File: src/rtl/biu_master_seq_if.sv
// Client request, slave status and BIU command signals of the SDRAM bus master.
// The master modport is the sequencer's view; the slave modport is the client/BIU side.
interface biu_master_seq_if;
    logic        req_valid;
    logic        req_ready;
    logic [1:0]  req_op;
    logic [29:0] req_addr;
    logic [3:0]  req_burst;
    logic [1:0]  req_size;
    logic        stop_req;
    logic        stall;
    logic [2:0]  StateCountIn;
    logic [7:0]  TimerCountIn;
    logic [8:0]  Control;
    logic [31:0] AddrOut;
    logic        En;
    logic        done;
    logic        err;

    modport master (
        input  req_valid, req_op, req_addr, req_burst, req_size,
        input  stop_req, stall, StateCountIn, TimerCountIn,
        output req_ready, Control, AddrOut, En, done, err
    );

    modport slave (
        output req_valid, req_op, req_addr, req_burst, req_size,
        output stop_req, stall, StateCountIn, TimerCountIn,
        input  req_ready, Control, AddrOut, En, done, err
    );
endinterface

File: src/rtl/biu_master_seq.sv
// Sequences single client requests into timed Control/AddrOut/En commands for the SDRAM BIU.
// Latency: all outputs registered, first bus cycle appears one clock after the request is accepted.
// Backpressure: req_ready only in IDLE with the slave idle; stall raises the busy state field.
module biu_master_seq #(
    parameter int PROG_CYCLES    = 4,
    parameter int TIMEOUT_CYCLES = 255,
    parameter int CNT_BITS       = 8
) (
    input  logic             Clk,
    input  logic             Rst,
    biu_master_seq_if.master bus
);
    typedef enum logic [2:0] {
        S_IDLE, S_ISSUE, S_XFER, S_STOP, S_SPECIAL, S_DONE
    } state_t;

    localparam logic [CNT_BITS-1:0] TMO_LAST  = CNT_BITS'(TIMEOUT_CYCLES - 1);
    localparam logic [CNT_BITS-1:0] PROG_LAST = CNT_BITS'(PROG_CYCLES - 1);

    state_t              state, next_state;
    logic [1:0]          op_q;
    logic [29:0]         addr_q;
    logic [3:0]          burst_q;
    logic [1:0]          size_q;
    logic [CNT_BITS-1:0] cnt;
    logic                tmo_q;

    logic                accept, illegal, tmo_hit;
    logic [1:0]          op_n;
    logic [29:0]         addr_n;
    logic [3:0]          burst_n;
    logic [1:0]          size_n;

    logic [8:0]          control_d;
    logic [31:0]         addr_d;
    logic                en_d, ready_d, done_d, err_d;

    assign accept  = (state == S_IDLE) && bus.req_valid && bus.req_ready;
    assign illegal = !bus.req_op[1] && (bus.req_addr >= 30'h3FFF_FFF0);
    assign tmo_hit = ((state == S_ISSUE) || (state == S_XFER)) && (cnt == TMO_LAST);

    // Output decode looks at the request being accepted this edge, not the stale latch.
    assign op_n    = accept ? bus.req_op    : op_q;
    assign addr_n  = accept ? bus.req_addr  : addr_q;
    assign burst_n = accept ? bus.req_burst : burst_q;
    assign size_n  = accept ? bus.req_size  : size_q;

    always_ff @(posedge Clk or negedge Rst) begin
        if (!Rst) begin
            state   <= S_IDLE;
            op_q    <= '0;
            addr_q  <= '0;
            burst_q <= '0;
            size_q  <= '0;
            cnt     <= '0;
            tmo_q   <= 1'b0;
        end else begin
            state <= next_state;
            if (accept) begin
                op_q    <= bus.req_op;
                addr_q  <= bus.req_addr;
                burst_q <= bus.req_burst;
                size_q  <= bus.req_size;
                cnt     <= '0;
            end else if ((state == S_ISSUE) || (state == S_XFER) || (state == S_SPECIAL)) begin
                cnt <= cnt + 1'b1;
            end else begin
                cnt <= '0;
            end
            if (state == S_DONE)
                tmo_q <= 1'b0;
            else if (tmo_hit)
                tmo_q <= 1'b1;
        end
    end

    always_comb begin
        next_state = state;
        case (state)
            S_IDLE: begin
                if (accept) begin
                    if (illegal)           next_state = S_DONE;
                    else if (bus.req_op[1]) next_state = S_SPECIAL;
                    else                   next_state = S_ISSUE;
                end
            end
            S_ISSUE: begin
                if (tmo_hit)                         next_state = S_STOP;
                else if (bus.StateCountIn != 3'b000) next_state = S_XFER;
            end
            S_XFER: begin
                if (bus.stop_req || tmo_hit)         next_state = S_STOP;
                else if (bus.StateCountIn == 3'b000) next_state = S_DONE;
            end
            S_STOP:  next_state = S_DONE;
            // Program runs a fixed count; self-refresh stays until the client releases it.
            S_SPECIAL: begin
                if (op_q == 2'b10) begin
                    if (cnt == PROG_LAST) next_state = S_DONE;
                end else if (bus.stop_req) begin
                    next_state = S_DONE;
                end
            end
            S_DONE:  next_state = S_IDLE;
            default: next_state = S_IDLE;
        endcase
    end

    always_comb begin
        control_d = {2'b10, 7'b0};
        addr_d    = '0;
        en_d      = 1'b0;
        ready_d   = 1'b0;
        done_d    = 1'b0;
        err_d     = 1'b0;
        case (next_state)
            S_IDLE: begin
                ready_d = (bus.StateCountIn == 3'b000) && (bus.TimerCountIn <= 8'd1);
            end
            S_ISSUE: begin
                control_d = {2'b01, burst_n, size_n, op_n[0]};
                addr_d    = {2'b00, addr_n};
                en_d      = 1'b1;
            end
            S_XFER: begin
                control_d = {2'b01, burst_n, size_n, op_n[0]};
                if ((op_n == 2'b01) && bus.stall && (bus.StateCountIn == 3'b100))
                    control_d[8:7] = 2'b11;
                addr_d = {2'b00, addr_n};
                en_d   = 1'b1;
            end
            S_STOP: begin
                control_d = {2'b01, burst_n, size_n, op_n[0]};
                addr_d    = 32'h3FFF_FFF1;
                en_d      = 1'b1;
            end
            S_SPECIAL: begin
                addr_d = (op_n == 2'b10) ? 32'h3FFF_FFFF : 32'h3FFF_FFF0;
                en_d   = 1'b1;
            end
            S_DONE: begin
                done_d = 1'b1;
                // Entering DONE straight from IDLE only happens for a rejected address.
                err_d  = (state == S_IDLE) || tmo_q;
            end
            default: ;
        endcase
    end

    always_ff @(posedge Clk or negedge Rst) begin
        if (!Rst) begin
            bus.Control   <= {2'b10, 7'b0};
            bus.AddrOut   <= '0;
            bus.En        <= 1'b0;
            bus.req_ready <= 1'b0;
            bus.done      <= 1'b0;
            bus.err       <= 1'b0;
        end else begin
            bus.Control   <= control_d;
            bus.AddrOut   <= addr_d;
            bus.En        <= en_d;
            bus.req_ready <= ready_d;
            bus.done      <= done_d;
            bus.err       <= err_d;
        end
    end
endmodule
File: src/flat_wrapper.sv
// flat-port wrapper written by rule: the top's interface ports become plain ports
module biu_master_seq_flat 
#(
    parameter int PROG_CYCLES    = 4,
    parameter int TIMEOUT_CYCLES = 255,
    parameter int CNT_BITS       = 8
)
  (Clk, Rst, bus_req_valid, bus_req_op, bus_req_addr, bus_req_burst, bus_req_size, bus_stop_req, bus_stall, bus_StateCountIn, bus_TimerCountIn, bus_req_ready, bus_Control, bus_AddrOut, bus_En, bus_done, bus_err);
  biu_master_seq_if bus_i ();
  input  logic Clk;
  input  logic Rst;
  input wire logic [$bits(bus_i.req_valid)-1:0] bus_req_valid;
  input wire logic [$bits(bus_i.req_op)-1:0] bus_req_op;
  input wire logic [$bits(bus_i.req_addr)-1:0] bus_req_addr;
  input wire logic [$bits(bus_i.req_burst)-1:0] bus_req_burst;
  input wire logic [$bits(bus_i.req_size)-1:0] bus_req_size;
  input wire logic [$bits(bus_i.stop_req)-1:0] bus_stop_req;
  input wire logic [$bits(bus_i.stall)-1:0] bus_stall;
  input wire logic [$bits(bus_i.StateCountIn)-1:0] bus_StateCountIn;
  input wire logic [$bits(bus_i.TimerCountIn)-1:0] bus_TimerCountIn;
  output wire logic [$bits(bus_i.req_ready)-1:0] bus_req_ready;
  output wire logic [$bits(bus_i.Control)-1:0] bus_Control;
  output wire logic [$bits(bus_i.AddrOut)-1:0] bus_AddrOut;
  output wire logic [$bits(bus_i.En)-1:0] bus_En;
  output wire logic [$bits(bus_i.done)-1:0] bus_done;
  output wire logic [$bits(bus_i.err)-1:0] bus_err;
  assign bus_i.req_valid = bus_req_valid;
  assign bus_i.req_op = bus_req_op;
  assign bus_i.req_addr = bus_req_addr;
  assign bus_i.req_burst = bus_req_burst;
  assign bus_i.req_size = bus_req_size;
  assign bus_i.stop_req = bus_stop_req;
  assign bus_i.stall = bus_stall;
  assign bus_i.StateCountIn = bus_StateCountIn;
  assign bus_i.TimerCountIn = bus_TimerCountIn;
  assign bus_req_ready = bus_i.req_ready;
  assign bus_Control = bus_i.Control;
  assign bus_AddrOut = bus_i.AddrOut;
  assign bus_En = bus_i.En;
  assign bus_done = bus_i.done;
  assign bus_err = bus_i.err;
  biu_master_seq #(.PROG_CYCLES(PROG_CYCLES), .TIMEOUT_CYCLES(TIMEOUT_CYCLES), .CNT_BITS(CNT_BITS)) u_core (.Clk(Clk), .Rst(Rst), .bus(bus_i));
endmodule
File: config.mk
export PLATFORM = sky130hd
export DESIGN_NAME = biu_master_seq_flat
export DESIGN_NICKNAME = d
export VERILOG_FILES = /design/src/rtl/biu_master_seq_if.sv /design/src/rtl/biu_master_seq.sv /design/src/flat_wrapper.sv
export SDC_FILE = /design/constraint.sdc
export NUM_CORES = 1
export LEC_CHECK = 0
export BUFFER_PORTS_ARGS = -buffer_cell sky130_fd_sc_hd__clkbuf_2
export CORE_MARGIN = 2
export CORE_UTILIZATION = 57
export CTS_CLUSTER_DIAMETER = 200
export DETAILED_ROUTE_END_ITERATION = 8
export PLACE_DENSITY = 0.84
export SYNTH_ARGS = -nofsm -noshare
export SYNTH_HDL_FRONTEND = slang
export SYNTH_SLANG_ARGS = --single-unit
File: constraint.sdc
create_clock -name Clk -period 3.88 [get_ports Clk]
set_input_delay 0.776 -clock Clk [delete_from_list [all_inputs] [get_ports Clk]]
set_output_delay 0.776 -clock Clk [all_outputs]
set_load 0.01 [all_outputs]
==> flow_summary.yaml, run 1 <==
finish:
  fill_cells: 522
  multi_input_area_um2: 1530
  nNetsFinal: 498
  design_area_um2: 4740
  fin_cells: 543
  fin_util_pct: 69.4
  drive_gt1_share_pct: 36.0
  seq_area_um2: 2330
  syn_to_final_growth_pct: 17.6
  num_antenna_cells: 0
pwr:
  pwr-share-clk_pct: 24.1
  p_comb_share_pct: 31.7
  p_sw_mw: 0.985
  p_sw_share_pct: 36.8
  max-vdd-ir-drop_v: 0.000304
  p_leak_nw: 2.48
  p_int_mw: 1.70
  seq_power_share_pct: 44.2
  pwr_density_cell_nw_per_um2: 565
synth:
  synthMostInstantiatedCell: "dfrtp_1"
  yosys-top-cells-count: "dfrtp_1, nand3_1, mux2_2"
  synth-seq-cells: 93
  async_reset_ff_share_pct: 100
  ys_seq_area_share_pct: 57.7
  syn_area_per_cell_um2: 11.5
  synth_cells: 352
  yosysWarnings: 0
  yosys.area.top_type: "dfrtp_1"
  synth_ff_type: "dfrtp_1"
  synthDominantCellAreaShare_pct: 57.1
  yosysUniqueCellTypes: 48
  synth_edf_count: 0
  synth_area_um2: 4040
  synth_area_leaders: "dfrtp_1, mux2_2, nand3_1, o21ai_0, mux2i_1"
critical_path:
  worstSetupPathType: "register to register"
  worst-path-max-fanout: 16
  cp.arrival_ns: 2.95
  worstPathRequired_ns: 4.12
  worst_path_max_delay_cell: "or4b_1"
  path_cells: "ha_1 > or4b_1 > nor3_2 > a2111oi_4 > a22oi_4 > or2_1 > buf_4 > nand3_1"
  cp-end-kind: "register"
  cpPeakStageDelay_ns: 0.47
  critPathLaunchType: "register"
detailed_routing:
  wl_per_cell_um: 16.2
  num_vias: 3075
  drtIter0Drc: 121
  drc: 0
  ant_nets: 0
  drt_pass1_iterations: 5
  wirelength_mm: 8.82
  viasPerCell: 5.66
die:
  rows: 30
  core-area_um2: 6830
  dieArea_um2: 7770
  die_w_um: 88.1
  start_util_pct: 59.1
  ios: 99
  die_y_um: 88.1
clocking:
  cts_buffers: 9
  htree_levels: 3
  postCtsResizedCells: 0
  cts_tree: "done"
  post_cts_buffers: 0
  path_clk_slew_ns: 0.09
  ctsHoldBuffers: 0
  clock_latency_ns: 0.37
  clock-sinks: 93
  root_buffer: "clkbuf_8"
  clockBufferDepth: 2
timing:
  fmax_mhz: 368
  hold_viol_final: 0
  relSlewSlack_pct: 47.5
  period_share_pct: 70.0
  skew_ns: 0.0118
  grt_setup_unrepaired: "false"
  slew_viol_final: 0
  min_period_ns: 2.72
  setup-tns-final_ns: 0
  worst_pin_slew_ns: 0.786
  finalSetupViolCount: 0
global_routing:
  track_usage_pct: 23.7
  grt_max_degree: 44
  grt-ovfl-total: 0
  antenna_found_initial: 0
  grt_pass1_wl_mm: 13.8
  first_global_vias: 2846
run_status:
  status: "completed"
placed_design:
  place_hpwl_mm: 6.04
  gp_congestion: 0.836
  io_buffer_count: 95
  dpl.cell_count: 527
  placed_area_um2: 4550
worst_hold_path:
  hold_path_class: "primary input to async pin"
flow_run:
  drv_cap: 0
==> sequential cells by signal, summed over array words and instances, names as in the netlist <==
register	count
u_core.bus.done	1
u_core.bus.AddrOut	30
u_core.size_q	2
u_core.tmo_q	1
u_core.addr_q	30
u_core.op_q	2
u_core.state	3
u_core.bus.En	1
u_core.bus.err	1
u_core.bus.Control	9
u_core.cnt	8
u_core.burst_q	4
u_core.bus.req_ready	1
==> path summary, 6_finish.rpt <==
check                      cells after the start                               to  slack, ns                  startpoint
min in group Clk                               2       u_core.addr_q[2]$_DFF_PN0_       0.49  u_core.addr_q[2]$_DFF_PN0_
max in group asynchronous                      2       u_core.addr_q[7]$_DFF_PN0_       2.72                         Rst
min                                            1  u_core.bus.Control[6]$_DFF_PN0_       0.32                         Rst
max                                            8  u_core.bus.AddrOut[7]$_DFF_PN0_       1.16     u_core.cnt[0]$_DFF_PN0_
min reg2reg                                    2       u_core.addr_q[2]$_DFF_PN0_       0.49  u_core.addr_q[2]$_DFF_PN0_
max reg2reg                                    8  u_core.bus.AddrOut[7]$_DFF_PN0_       1.16     u_core.cnt[0]$_DFF_PN0_
==> final cells by class <==
| class | instances | area share (%) |
|---|---|---|
| flip-flops and latches | 93 | 49.1 |
| multi-input cells | 225 | 32.2 |
| repair buffers | 102 | 11.2 |
| clock buffers | 10 | 2.69 |
| well taps | 96 | 2.53 |
| clock inverters | 6 | 1.45 |
| inverters | 11 | 0.870 |
==> stage by stage <==
step	power [mW]	hold slack, ns	worst slack [ns]
after detailed placement	2.05	0.476	0.905
after global placement	2.02	0.459	0.997
after global routing	2.83	0.337	0.987
after CTS	2.69	0.315	1.19
after floorplan	1.77	0.444	1.66
final	2.68	0.316	1.16
==> power by group through the flow <==
stage | clock (mW) | combinational [mW] | sequential (mW)
after floorplan | 0 | 0.552 | 1.22
after global placement | 0 | 0.821 | 1.20
after detailed placement | 0 | 0.844 | 1.20
after CTS | 0.654 | 0.849 | 1.18
after global routing | 0.690 | 0.941 | 1.20
final | 0.647 | 0.849 | 1.18
==> layout by cell type (no fill, tap or decap), types with 2 or more instances in the layout <==
master,count
a21oi_1,7
mux2i_1,5
a21o_1,4
or3_1,3
a21boi_0,5
buf_4,8
nand4_1,7
nand3_1,61
ha_1,2
xor2_1,4
o21ai_0,31
dfrtp_1,92
clkbuf_2,94
nor3_1,8
or4b_1,2
o21ai_1,3
nand2_2,2
conb_1,2
inv_6,2
inv_1,11
or2_1,2
nor4_1,4
nand2_1,5
clkbuf_8,9
nor2b_1,4
mux2_2,34
nor2_1,11
==> routing by layer <==
layer,vias up,global-route usage (%),share of wire [%],wire (um)
li1,1425,-,-,-
met1,1512,32.2,43,3790
met2,124,37.5,49,4300
met3,14,4.81,6.6,586
met4,0,10.1,1.6,144
met5,-,0,0,0
==> cells by family (layout without fill, tap and decap cells) <==
family	after synthesis	count (layout)	synth area share, %
xor gates and xnor gates	5	5	1.09
buffers and inverters	35	129	4.68
AOI/OAI and AO/OA	61	61	9.89
DFF	93	93	57.7
adders and majority gates	2	2	0.620
muxes	39	39	10.7
other	1	2	0.0929
and+or+nand+nor	116	116	15.2
==> worst max-delay path: cells and delay by family, from the launching register on <==
| family | cells | cell delay, ns |
|---|---|---|
| simple gates | 4 | 1.23 |
| flops | 1 | 0.40 |
| compound gates | 2 | 0.38 |
| buf+inv | 1 | 0.30 |
| fa+ha+maj | 1 | 0.25 |
Power figures use the tool's default switching activity.
==> inputs of run 2 (changes only) <==
- CORE_UTILIZATION: 57 -> 48
- PLACE_DENSITY: 0.84 -> 0.76
- clock period: 3.88 -> 2.5 ns (I/O delays scaled with it)
==> flow_summary.yaml, run 2 (synthesis results as in run 1) <==
pwr:
  p_sw_mw: 1.49
  p_comb_share_pct: 35.7
  pwr_density_cell_nw_per_um2: 862
  p_sw_share_pct: 35.7
  max-vdd-ir-drop_v: 0.000434
  power_mw: 4.18
  seq_power_share_pct: 43.0
  p_int_mw: 2.69
  pwr-share-clk_pct: 21.3
  p_leak_nw: 2.53
die:
  core-area_um2: 8180
  ios: 99
  start_util_pct: 49.4
  die_y_um: 95.7
  rows: 33
  die_w_um: 95.7
  dieArea_um2: 9160
finish:
  nNetsFinal: 507
  fin_util_pct: 59.4
  syn_to_final_growth_pct: 20.2
  num_antenna_cells: 0
  reg_top3: "u_core.addr_q x30, u_core.bus.AddrOut x30, u_core.bus.Control x9"
  final_common_cell: "clkbuf_2"
  drive_gt1_share_pct: 37.1
  fill_cells: 709
  fin_cells: 560
  final_cell_mix: "clkbuf_2, dfrtp_1, nand3_1, mux2_2, o21ai_0"
global_routing:
  grt-ovfl-total: 0
  first_global_vias: 2881
  grt_pass1_wl_mm: 14.0
  antenna_found_initial: 0
  grt_max_degree: 52
  track_usage_pct: 20.1
detailed_routing:
  num_vias: 3075
  ant_nets: 0
  viasPerCell: 5.49
  drc: 0
  wl_per_cell_um: 15.6
  drtIter0Drc: 190
  wirelength_mm: 8.75
  drt_pass1_iterations: 4
timing:
  skew_ns: 0.00804
  slew_viol_final: 0
  grt_setup_unrepaired: "false"
  finalSetupViolCount: 0
  setup-tns-final_ns: 0
  period_share_pct: 94.6
  worst_pin_slew_ns: 0.579
  fmax_mhz: 423
  min_period_ns: 2.36
  hold_viol_final: 0
  relSlewSlack_pct: 61.2
placed_design:
  place_hpwl_mm: 6.08
  gp_congestion: 0.876
  dpl.cell_count: 545
  io_buffer_count: 95
clocking:
  ctsHoldBuffers: 0
  path_clk_slew_ns: 0.08
  clockBufferDepth: 2
  clock_latency_ns: 0.35
  post_cts_buffers: 0
  cts_tree: "done"
  clock-sinks: 93
  root_buffer: "clkbuf_8"
  htree_levels: 3
  postCtsResizedCells: 0
  cts_buffers: 9
run_status:
  status: "completed"
critical_path:
  cp-end-kind: "register"
  critPathLaunchType: "register"
  worst-path-max-fanout: 26
  worstSetupPathType: "register to register"
  reg2reg_setup_slack_ns: 0.14
  cp.arrival_ns: 2.59
  worstPathRequired_ns: 2.73
worst_hold_path:
  hold_path_class: "primary input to async pin"
flow_run:
  drv_cap: 0
==> run 2: cell count changes in the layout (fill, tap and decap cells not counted) <==
| cell | change |
|---|---|
| inv_6 | -2 |
| clkbuf_8 | +2 |
| bufinv_16 | -1 |
| buf_12 | +4 |
| buf_4 | +5 |
==> run 2: power groups by stage <==
| stage | clock network (mW) | logic (mW) | registers, mW |
|---|---|---|---|
| final | 0.891 | 1.49 | 1.80 |
| after global routing | 0.989 | 1.65 | 1.82 |
| after CTS | 0.926 | 1.51 | 1.80 |
| after detailed placement | 0 | 1.51 | 1.83 |
| after global placement | 0 | 1.48 | 1.82 |
| after floorplan | 0 | 0.857 | 1.90 |
==> run 2: cell type report <==
class / instances / area, um2 / share of cell area, %
clock buffer: 12 / 155 / 3.20
clock inverter: 3 / 21.3 / 0.438
inverter: 11 / 41.3 / 0.851
multi-input combinational: 225 / 1530 / 31.5
sequential: 93 / 2330 / 48.0
tap: 105 / 131 / 2.71
timing repair buffer: 111 / 648 / 13.4
==> run 2: routing by layer <==
| layer | share of wire, % | vias up | GRT usage, % |
|---|---|---|---|
| met5 | 0 | - | 0 |
| met4 | 1.4 | 0 | 7.74 |
| met3 | 6.1 | 12 | 4.90 |
| met2 | 49 | 100 | 31.4 |
| met1 | 44 | 1517 | 27.3 |
| li1 | - | 1446 | - |
==> run 2: worst max-delay path, stage by stage (launching register included) <==
cell and delay, ns:
dfrtp_1 0.40, ha_1 0.25, or4b_1 0.47, nor3_2 0.24, a2111oi_4 0.11, a22oi_4 0.30, or2_1 0.20, buf_12 0.17
nand3_1 0.09
==> run 2: path summary, 6_finish.rpt <==
path / from / to / cells after the start
min in group Clk: bus_req_addr[1] / u_core.addr_q[1]$_DFF_PN0_ / 3
setup / recovery: u_core.cnt[0]$_DFF_PN0_ / u_core.bus.AddrOut[6]$_DFF_PN0_ / 8
hold / removal: Rst / u_core.bus.AddrOut[11]$_DFF_PN0_ / 1
hold reg to reg: u_core.addr_q[1]$_DFF_PN0_ / u_core.addr_q[1]$_DFF_PN0_ / 2
setup reg to reg: u_core.cnt[0]$_DFF_PN0_ / u_core.bus.AddrOut[6]$_DFF_PN0_ / 8
max in group asynchronous: Rst / u_core.bus.AddrOut[22]$_DFF_PN0_ / 2
==> run 2: per-stage QoR <==
stage | hold slack, ns | setup WS, ns | cell area (um2)
after CTS | 0.145 | 0.144 | 4850
after floorplan | 0.204 | 0.374 | 4040
after detailed placement | 0.471 | 0.151 | 4680
after global routing | 0.163 | 0.0298 | 4850
after global placement | 0.460 | 0.183 | 4680
final | 0.131 | 0.136 | 4850
